### config.mk
export PLATFORM = sky130hd
export DESIGN_NAME = fetch_controller
export DESIGN_NICKNAME = d
export VERILOG_FILES = /design/src/rtl/fetch_pkg.sv /design/src/rtl/fetch_controller.sv
export SDC_FILE = /design/constraint.sdc
export NUM_CORES = 1
export LEC_CHECK = 0
export ABC_CLOCK_PERIOD_IN_PS = 1900
export CORE_MARGIN = 3
export CORE_UTILIZATION = 30
export CTS_BUF_LIST = sky130_fd_sc_hd__clkbuf_4 sky130_fd_sc_hd__clkbuf_8
export CTS_CLUSTER_SIZE = 20
export DETAILED_ROUTE_END_ITERATION = 16
export GPL_TIMING_DRIVEN = 0
export SYNTH_ARGS = -nofsm -noshare
export SYNTH_HDL_FRONTEND = slang
export SYNTH_SLANG_ARGS = --single-unit
### constraint.sdc
create_clock -name clk -period 1.9 [get_ports clk]
set_input_delay 0.38 -clock clk [delete_from_list [all_inputs] [get_ports clk]]
set_output_delay 0.38 -clock clk [all_outputs]
set_load 0.01 [all_outputs]
### src/rtl/fetch_pkg.sv
// Shared types and default widths for the instruction-fetch sequencer.
package fetch_pkg;

    localparam int unsigned PC_W    = 3;
    localparam int unsigned INSTR_W = 16;

    typedef enum logic [1:0] {
        IDLE  = 2'd0,
        FETCH = 2'd1,
        HALT  = 2'd2
    } fetch_state_t;

endpackage

### src/rtl/fetch_controller.sv
// Instruction-fetch sequencer: owns the PC, drives the ROM, buffers one
// instruction and hands it to decode over valid/ready.
module fetch_controller #(
    parameter int unsigned PC_W      = 3,
    parameter int unsigned INSTR_W   = 16,
    parameter int unsigned LAST_ADDR = (2 ** PC_W) - 1
) (
    input  logic               clk,
    input  logic               rst_n,
    input  logic               start,
    output logic               rom_en,
    output logic [PC_W-1:0]    rom_addr,
    input  logic [INSTR_W-1:0] rom_data,
    output logic [INSTR_W-1:0] instr,
    output logic               instr_valid,
    input  logic               instr_ready,
    input  logic               jump_valid,
    input  logic [PC_W-1:0]    jump_target,
    input  logic               halt_req,
    output logic               busy,
    output logic               halted
);

    import fetch_pkg::*;

    localparam logic [PC_W-1:0] LAST_PC = PC_W'(LAST_ADDR);
    localparam logic [PC_W-1:0] PC_ONE  = PC_W'(1);

    fetch_state_t        state;
    fetch_state_t        state_n;
    logic [PC_W-1:0]     pc;
    logic [PC_W-1:0]     pc_n;
    logic [INSTR_W-1:0]  instr_n;
    logic                instr_valid_n;
    logic                handshake;
    logic                can_capture;

    assign handshake   = instr_valid && instr_ready;
    assign can_capture = !instr_valid || instr_ready;

    // ROM address is the PC register itself
    assign rom_addr = pc;

    // State, PC, instruction buffer and decoded status flags
    always_ff @(posedge clk or negedge rst_n) begin
        if (!rst_n) begin
            state       <= IDLE;
            pc          <= '0;
            instr       <= '0;
            instr_valid <= 1'b0;
            rom_en      <= 1'b0;
            busy        <= 1'b0;
            halted      <= 1'b0;
        end else begin
            state       <= state_n;
            pc          <= pc_n;
            instr       <= instr_n;
            instr_valid <= instr_valid_n;
            rom_en      <= (state_n == FETCH);
            busy        <= (state_n != IDLE);
            halted      <= (state_n == HALT) && !instr_valid_n;
        end
    end

    // Next-state: jump beats halt beats capture while fetching
    always_comb begin
        state_n       = state;
        pc_n          = pc;
        instr_n       = instr;
        instr_valid_n = instr_valid;

        unique case (state)
            IDLE: begin
                if (handshake) begin
                    instr_valid_n = 1'b0;
                end
                if (start) begin
                    pc_n    = '0;
                    state_n = FETCH;
                end
            end

            FETCH: begin
                if (jump_valid) begin
                    // pending instruction is on the wrong path; drop it
                    pc_n          = jump_target;
                    instr_valid_n = 1'b0;
                end else if (halt_req) begin
                    state_n = HALT;
                    if (handshake) begin
                        instr_valid_n = 1'b0;
                    end
                end else if (can_capture) begin
                    instr_n       = rom_data;
                    instr_valid_n = 1'b1;
                    pc_n          = pc + PC_ONE;
                    if (pc == LAST_PC) begin
                        state_n = HALT;
                    end
                end
            end

            HALT: begin
                if (jump_valid) begin
                    pc_n          = jump_target;
                    instr_valid_n = 1'b0;
                    state_n       = FETCH;
                end else begin
                    if (handshake) begin
                        instr_valid_n = 1'b0;
                    end
                    if (start) begin
                        state_n = FETCH;
                    end
                end
            end

            default: begin
                state_n       = IDLE;
                instr_valid_n = 1'b0;
            end
        endcase
    end

endmodule
==> flow_summary.ini, run 1 <==
[pwr]
power_leakage_nw = 0.815
p_comb_frac = 0.520
p_int_mw = 1.78
sequentialPowerShare = 0.361
power-per-cell-area_nw_per_um2 = 1400
peakVddDrop_mv = 0.506
power_frac_clock = 0.119
p_sw_frac = 0.312
power.switching_mw = 0.807

[timing]
hold_viol_final = 0
slew_headroom = 0.273
postLayoutSetupSlackWorst_ns = 0.142
fin_crit_ns = 1.76
setup_viol = 0
post-route-period-util = 0.925
skew_ns = 0.00252
tightest_slew_ns = 1.09
max_freq_mhz = 569
slew_violations = 0
grt_setup_unrepaired = false

[synthesis]
synthTopCellsByArea = dfrtp_1 (50%), mux2_4 (12%), mux2_2 (8.1%), ha_1 (7.0%), buf_12 (1.6%)
synth_edf_count = 0
avgSynthCellArea_um2 = 13.0
yosysMostFrequentCell = dfrtp_1
ys_seq_elements = 25
yosys.area.top_type = dfrtp_1
synthTopCellsByCount = dfrtp_1 (25), mux2_4 (10), mux2_2 (9), ha_1 (7)
syn_nets = 129
synth.distinct_cells = 28
syn_area_um2 = 1260
ys_seq_area_frac = 0.497
synth-async-reset-ratio = 1.00
yosys.area.top_type_share = 0.497
synth_flop_cell = dfrtp_1
syn_inst = 97
yosys_warnings = 0

[cells_and_area]
fin_util = 0.481
final_area_um2 = 1850
drive_above_1_share = 0.213
nNetsFinal = 183
diodes = 0
area_growth_pct = 47.3

[floorplanning]
ios = 48
start_util = 0.327
die_y_um = 70.8
die_w_um = 70.8
dieArea_um2 = 5010
rows = 22
core_area_um2 = 3850

[global_routing]
gr-usage-all-layers = 0.107
grt_overflow_total = 0
grt_pass1_wl_mm = 4.40
antenna_found_initial = 0
first_global_vias = 960
grt_max_degree = 26

[hold_path]
holdPathEnd = instr[14]$_DFFE_PN0P_
hold_path.class = flip-flop to flip-flop
holdPathStages = 1
min-delay-start = instr[14]$_DFFE_PN0P_

[critical_path]
worstRegToRegCells = 6
worstPathArrival_ns = 1.90
worst-endpoint-required_ns = 2.04
reg2reg_from = state[0]$_DFF_PN0_
critPathCaptureType = flip-flop
critPathMaxFanout = 7
critPathLaunchType = flip-flop
crit_type = flip-flop to flip-flop
reg2reg_to = busy$_DFF_PN0_
rrSetupSlack_ns = 0.14

[placement]
place_ws_ns = -0.259
place_area_um2 = 1780
gp_congestion = 0.765
port_buffers = 46
dp_hpwl_mm = 1.90

[route]
wl_per_cell_um = 12.8
antenna_left = 0
drc = 0
first_pass_iters = 4
wirelength_mm = 2.54
vias_per_cell = 4.58
first_iter_violations = 25
vias = 907

[clocking]
cts.sinks = 25
cts_max_path_buffers = 2
numCtsBuffers = 3
hold_buffers = 0
htree_levels = 1
cts_tree = yes
path_clk_slew_ns = 0.08
worstSkewPairLatency_ns = 0.26
cts_root_buf = clkbuf_8

[flow_run]
maxCapViolCount = 0

[status]
outcome = finished clean
-- worst max-delay path: stages (launching register included) --
cell and delay [ns]:
dfrtp_2 0.42, inv_1 0.07, ha_1 0.27, nor3b_1 0.18, o311ai_0 0.36, o31ai_1 0.17
o21bai_1 0.18
-- worst max path at each step --
stage / startpoint / to / slack [ns] / depth (start not counted)
finish: state[0]$_DFF_PN0_ / busy$_DFF_PN0_ / 0.14 / 6
global route: state[0]$_DFF_PN0_ / rom_addr[1]$_DFFE_PN0P_ / 0.01 / 6
CTS: state[1]$_DFF_PN0_ / instr[2]$_DFFE_PN0P_ / 0.02 / 6
detailed placement: instr_ready / instr[15]$_DFFE_PN0P_ / -0.26 / 5
global placement: instr_ready / instr[11]$_DFFE_PN0P_ / -0.24 / 5
floorplan: state[1]$_DFF_PN0_ / instr[10]$_DFFE_PN0P_ / 0.19 / 6
-- sequential cells by signal, indices dropped and copies added (netlist names) --
register     cells
instr_valid      1
halted           1
instr           16
rom_addr         3
rom_en           1
busy             1
state            2
-- cell families (layout without fill, tap and decap cells) --
logic type,count (synthesis),after routing,synth area share
multiplexers,21,21,0.216
flip-flops,25,25,0.497
buffers and inverters,7,60,0.0398
AO/OA/AOI/OAI,15,15,0.0736
AND/OR/NAND/NOR,22,22,0.104
adder cells (fa/ha/maj),7,7,0.0696
-- power groups by stage --
stage	clock network [mW]	logic [mW]	registers, mW
after floorplan	0	0.591	1.04
after global placement	0	1.33	0.932
after detailed placement	0	1.33	0.943
after CTS	0.330	1.36	0.934
after global routing	0.351	1.46	0.974
final	0.309	1.35	0.935
-- layout by cell type, fill, tap and decap left out --
cell type        Yosys  routed
clkdlybuf4s50_1      0      46
dfrtp_1             25      24
mux2_4              10      10
mux2_2               9       9
ha_1                 7       6
inv_1                5       5
nor2_1               5       5
o21ai_0              4       4
nor2b_1              3       3
nand2_1              3       3
nand3_1              3       3
clkbuf_8             0       3
buf_4                0       3
a31oi_1              2       2
o31ai_1              2       2
a21oi_1              2       2
nor3_1               2       2
mux2i_1              2       2
buf_6                1       1
nand2b_1             1       1
nor3b_1              1       1
o311ai_0             1       1
nand2b_4             1       1
and2b_1              1       1
o21a_1               1       1
o22ai_1              1       1
o21bai_1             1       1
and3_1               1       1
nor3_4               1       1
buf_12               1       1
o21ai_1              1       1
ha_2                 0       1
clkbuf_4             0       1
dfrtp_2              0       1
-- metrics by stage --
stage               instances  setup TNS [ns]  hold slack (ns)  power [mW]
finish                    198               0            0.507        2.59
global route              198               0            0.520        2.78
CTS                       198               0            0.514        2.62
detailed placement        191           -3.28            0.493        2.27
global placement          191           -3.04            0.490        2.26
floorplan                  97               0           0.0844        1.64
-- timing repair --
item                                    4_1_cts  5_1_grt
cloned                                        0        0
gates resized for setup                       0        2
setup buffers                                 3        0
pin swaps                                     1        1
endpoints found under the setup margin       10       21
-- per-layer routing --
| layer | GRT usage | share of wire |
|---|---|---|
| met3 | 0.0313 | 0.083 |
| met5 | 0 | 0 |
| met1 | 0.153 | 0.50 |
| met4 | 0.0188 | 0.0028 |
| met2 | 0.163 | 0.42 |
-- area by class of cell --
cell class                      count  area [um2]
Sequential cell                    25         627
Clock buffer                        4        48.8
Inverter                            5        18.8
Buffer                              2        31.3
Timing Repair Buffer               49         483
Fill cell                         339        2000
Multi-Input combinational cell     65         586
Tap cell                           48        60.1
(Power assumes the default switching activity.)
==> inputs of run 2 (changes only) <==
GPL_TIMING_DRIVEN = not set   (was 0)
==> flow_summary.ini, run 2 (synthesis results as in run 1) <==
[route]
antenna_left = 0
vias = 909
wirelength_mm = 2.58
wl_per_cell_um = 13.1
vias_per_cell = 4.61
first_iter_violations = 34
first_pass_iters = 4
drc = 0

[global_routing]
gr-usage-all-layers = 0.109
first_global_vias = 933
grt_max_degree = 26
grt_pass1_wl_mm = 4.49
antenna_found_initial = 0
grt_overflow_total = 0

[placement]
place_ws_ns = -0.0692
dp_hpwl_mm = 2.00
place_area_um2 = 1790
port_buffers = 47
gp_congestion = 0.816

[critical_path]
reg2reg_from = state[1]$_DFF_PN0_
worst-endpoint-required_ns = 2.05
crit_type = flip-flop to flip-flop
rrSetupSlack_ns = 0.14
worstRegToRegCells = 6
worstPathArrival_ns = 1.91
worstSetupStartpoint = state[1]$_DFF_PN0_
reg2reg_to = instr[2]$_DFFE_PN0P_
endpoint = instr[2]$_DFFE_PN0P_
critPathMaxFanout = 16
critPathCaptureType = flip-flop
critPathLaunchType = flip-flop

[flow_run]
maxCapViolCount = 0

[timing]
slew_violations = 0
whs_ns = 0.484
fin_crit_ns = 1.76
max_freq_mhz = 568
hold_viol_final = 0
grt_setup_unrepaired = false
slew_headroom = 0.783
post-route-period-util = 0.926
setup_viol = 0
postLayoutSetupSlackWorst_ns = 0.140
tightest_slew_ns = 0.325
skew_ns = 0.00326

[clocking]
cts_max_path_buffers = 2
cts_root_buf = clkbuf_8
cts.sinks = 25
numCtsBuffers = 3
htree_levels = 1
cts_setup_buffers = 0
cts_tree = yes
path_clk_slew_ns = 0.08
worstSkewPairLatency_ns = 0.26

[cells_and_area]
nNetsFinal = 182
area_growth_pct = 46.4
largest_reg_flops = 16
drive_above_1_share = 0.195
final_area_um2 = 1840
layout_common_cells = clkdlybuf4s50_1 (47), dfrtp_1 (24), mux2_4 (10), mux2_2 (9), ha_1 (7)
nFillCells = 349
final_common_cell = clkdlybuf4s50_1
top_register = instr
diodes = 0
fin_util = 0.478

[pwr]
power_leakage_nw = 0.808
power-per-cell-area_nw_per_um2 = 1400
power.total_mw = 2.58
peakVddDrop_mv = 0.489

[hold_path]
hold_path.class = input port to async pin

[floorplanning]
dieArea_um2 = 5010
core_area_um2 = 3850
rows = 22
start_util = 0.327
ios = 48
die_w_um = 70.8
die_y_um = 70.8

[status]
outcome = finished clean
run 2: worst max-delay path, stage by stage, from the launching register on:
cell,delay (ns)
dfrtp_1,0.46
inv_1,0.11
ha_1,0.29
nand2b_4,0.10
nor3_4,0.16
buf_12,0.19
mux2_2,0.34
run 2: worst min-delay path by stage:
stage,start,end,cells past startpoint
floorplan,rst_n,busy$_DFF_PN0_,0
global placement,instr[0]$_DFFE_PN0P_,instr[0]$_DFFE_PN0P_,1
detailed placement,instr[9]$_DFFE_PN0P_,instr[9]$_DFFE_PN0P_,1
CTS,rst_n,instr[10]$_DFFE_PN0P_,2
global route,rst_n,instr[1]$_DFFE_PN0P_,2
finish,rst_n,instr[6]$_DFFE_PN0P_,2
run 2: cell type report:
class	instances	area, um2	area share
timing repair buffer	50	505	0.274
inverter	5	18.8	0.0102
clock buffer	4	48.8	0.0265
multi-input combinational	65	583	0.316
sequential	25	627	0.340
tap	48	60.1	0.0326
run 2: through the flow:
step	std cells	setup TNS, ns
after global placement	193	-0.162
final	197	0
after floorplan	97	0
after global routing	197	0
after CTS	197	0
after detailed placement	193	-0.694
run 2: timing repair:
item,CTS,global route
gates resized for setup,0,1
hold buffers,0,0
setup endpoints to repair,0,1
run 2: layer usage:
metal | track usage | part of all wire
met3 | 0.0284 | 0.077
met4 | 0.0188 | 0.0027
met5 | 0 | 0
met1 | 0.165 | 0.48
met2 | 0.159 | 0.44
run 2: where the power goes:
group	total, mW	switching (mW)	leakage [nW]	internal, mW
Sequential	0.943	0.157	0.307	0.787
Clock	0.311	0.148	0.0262	0.164
Combinational	1.33	0.511	0.475	0.819
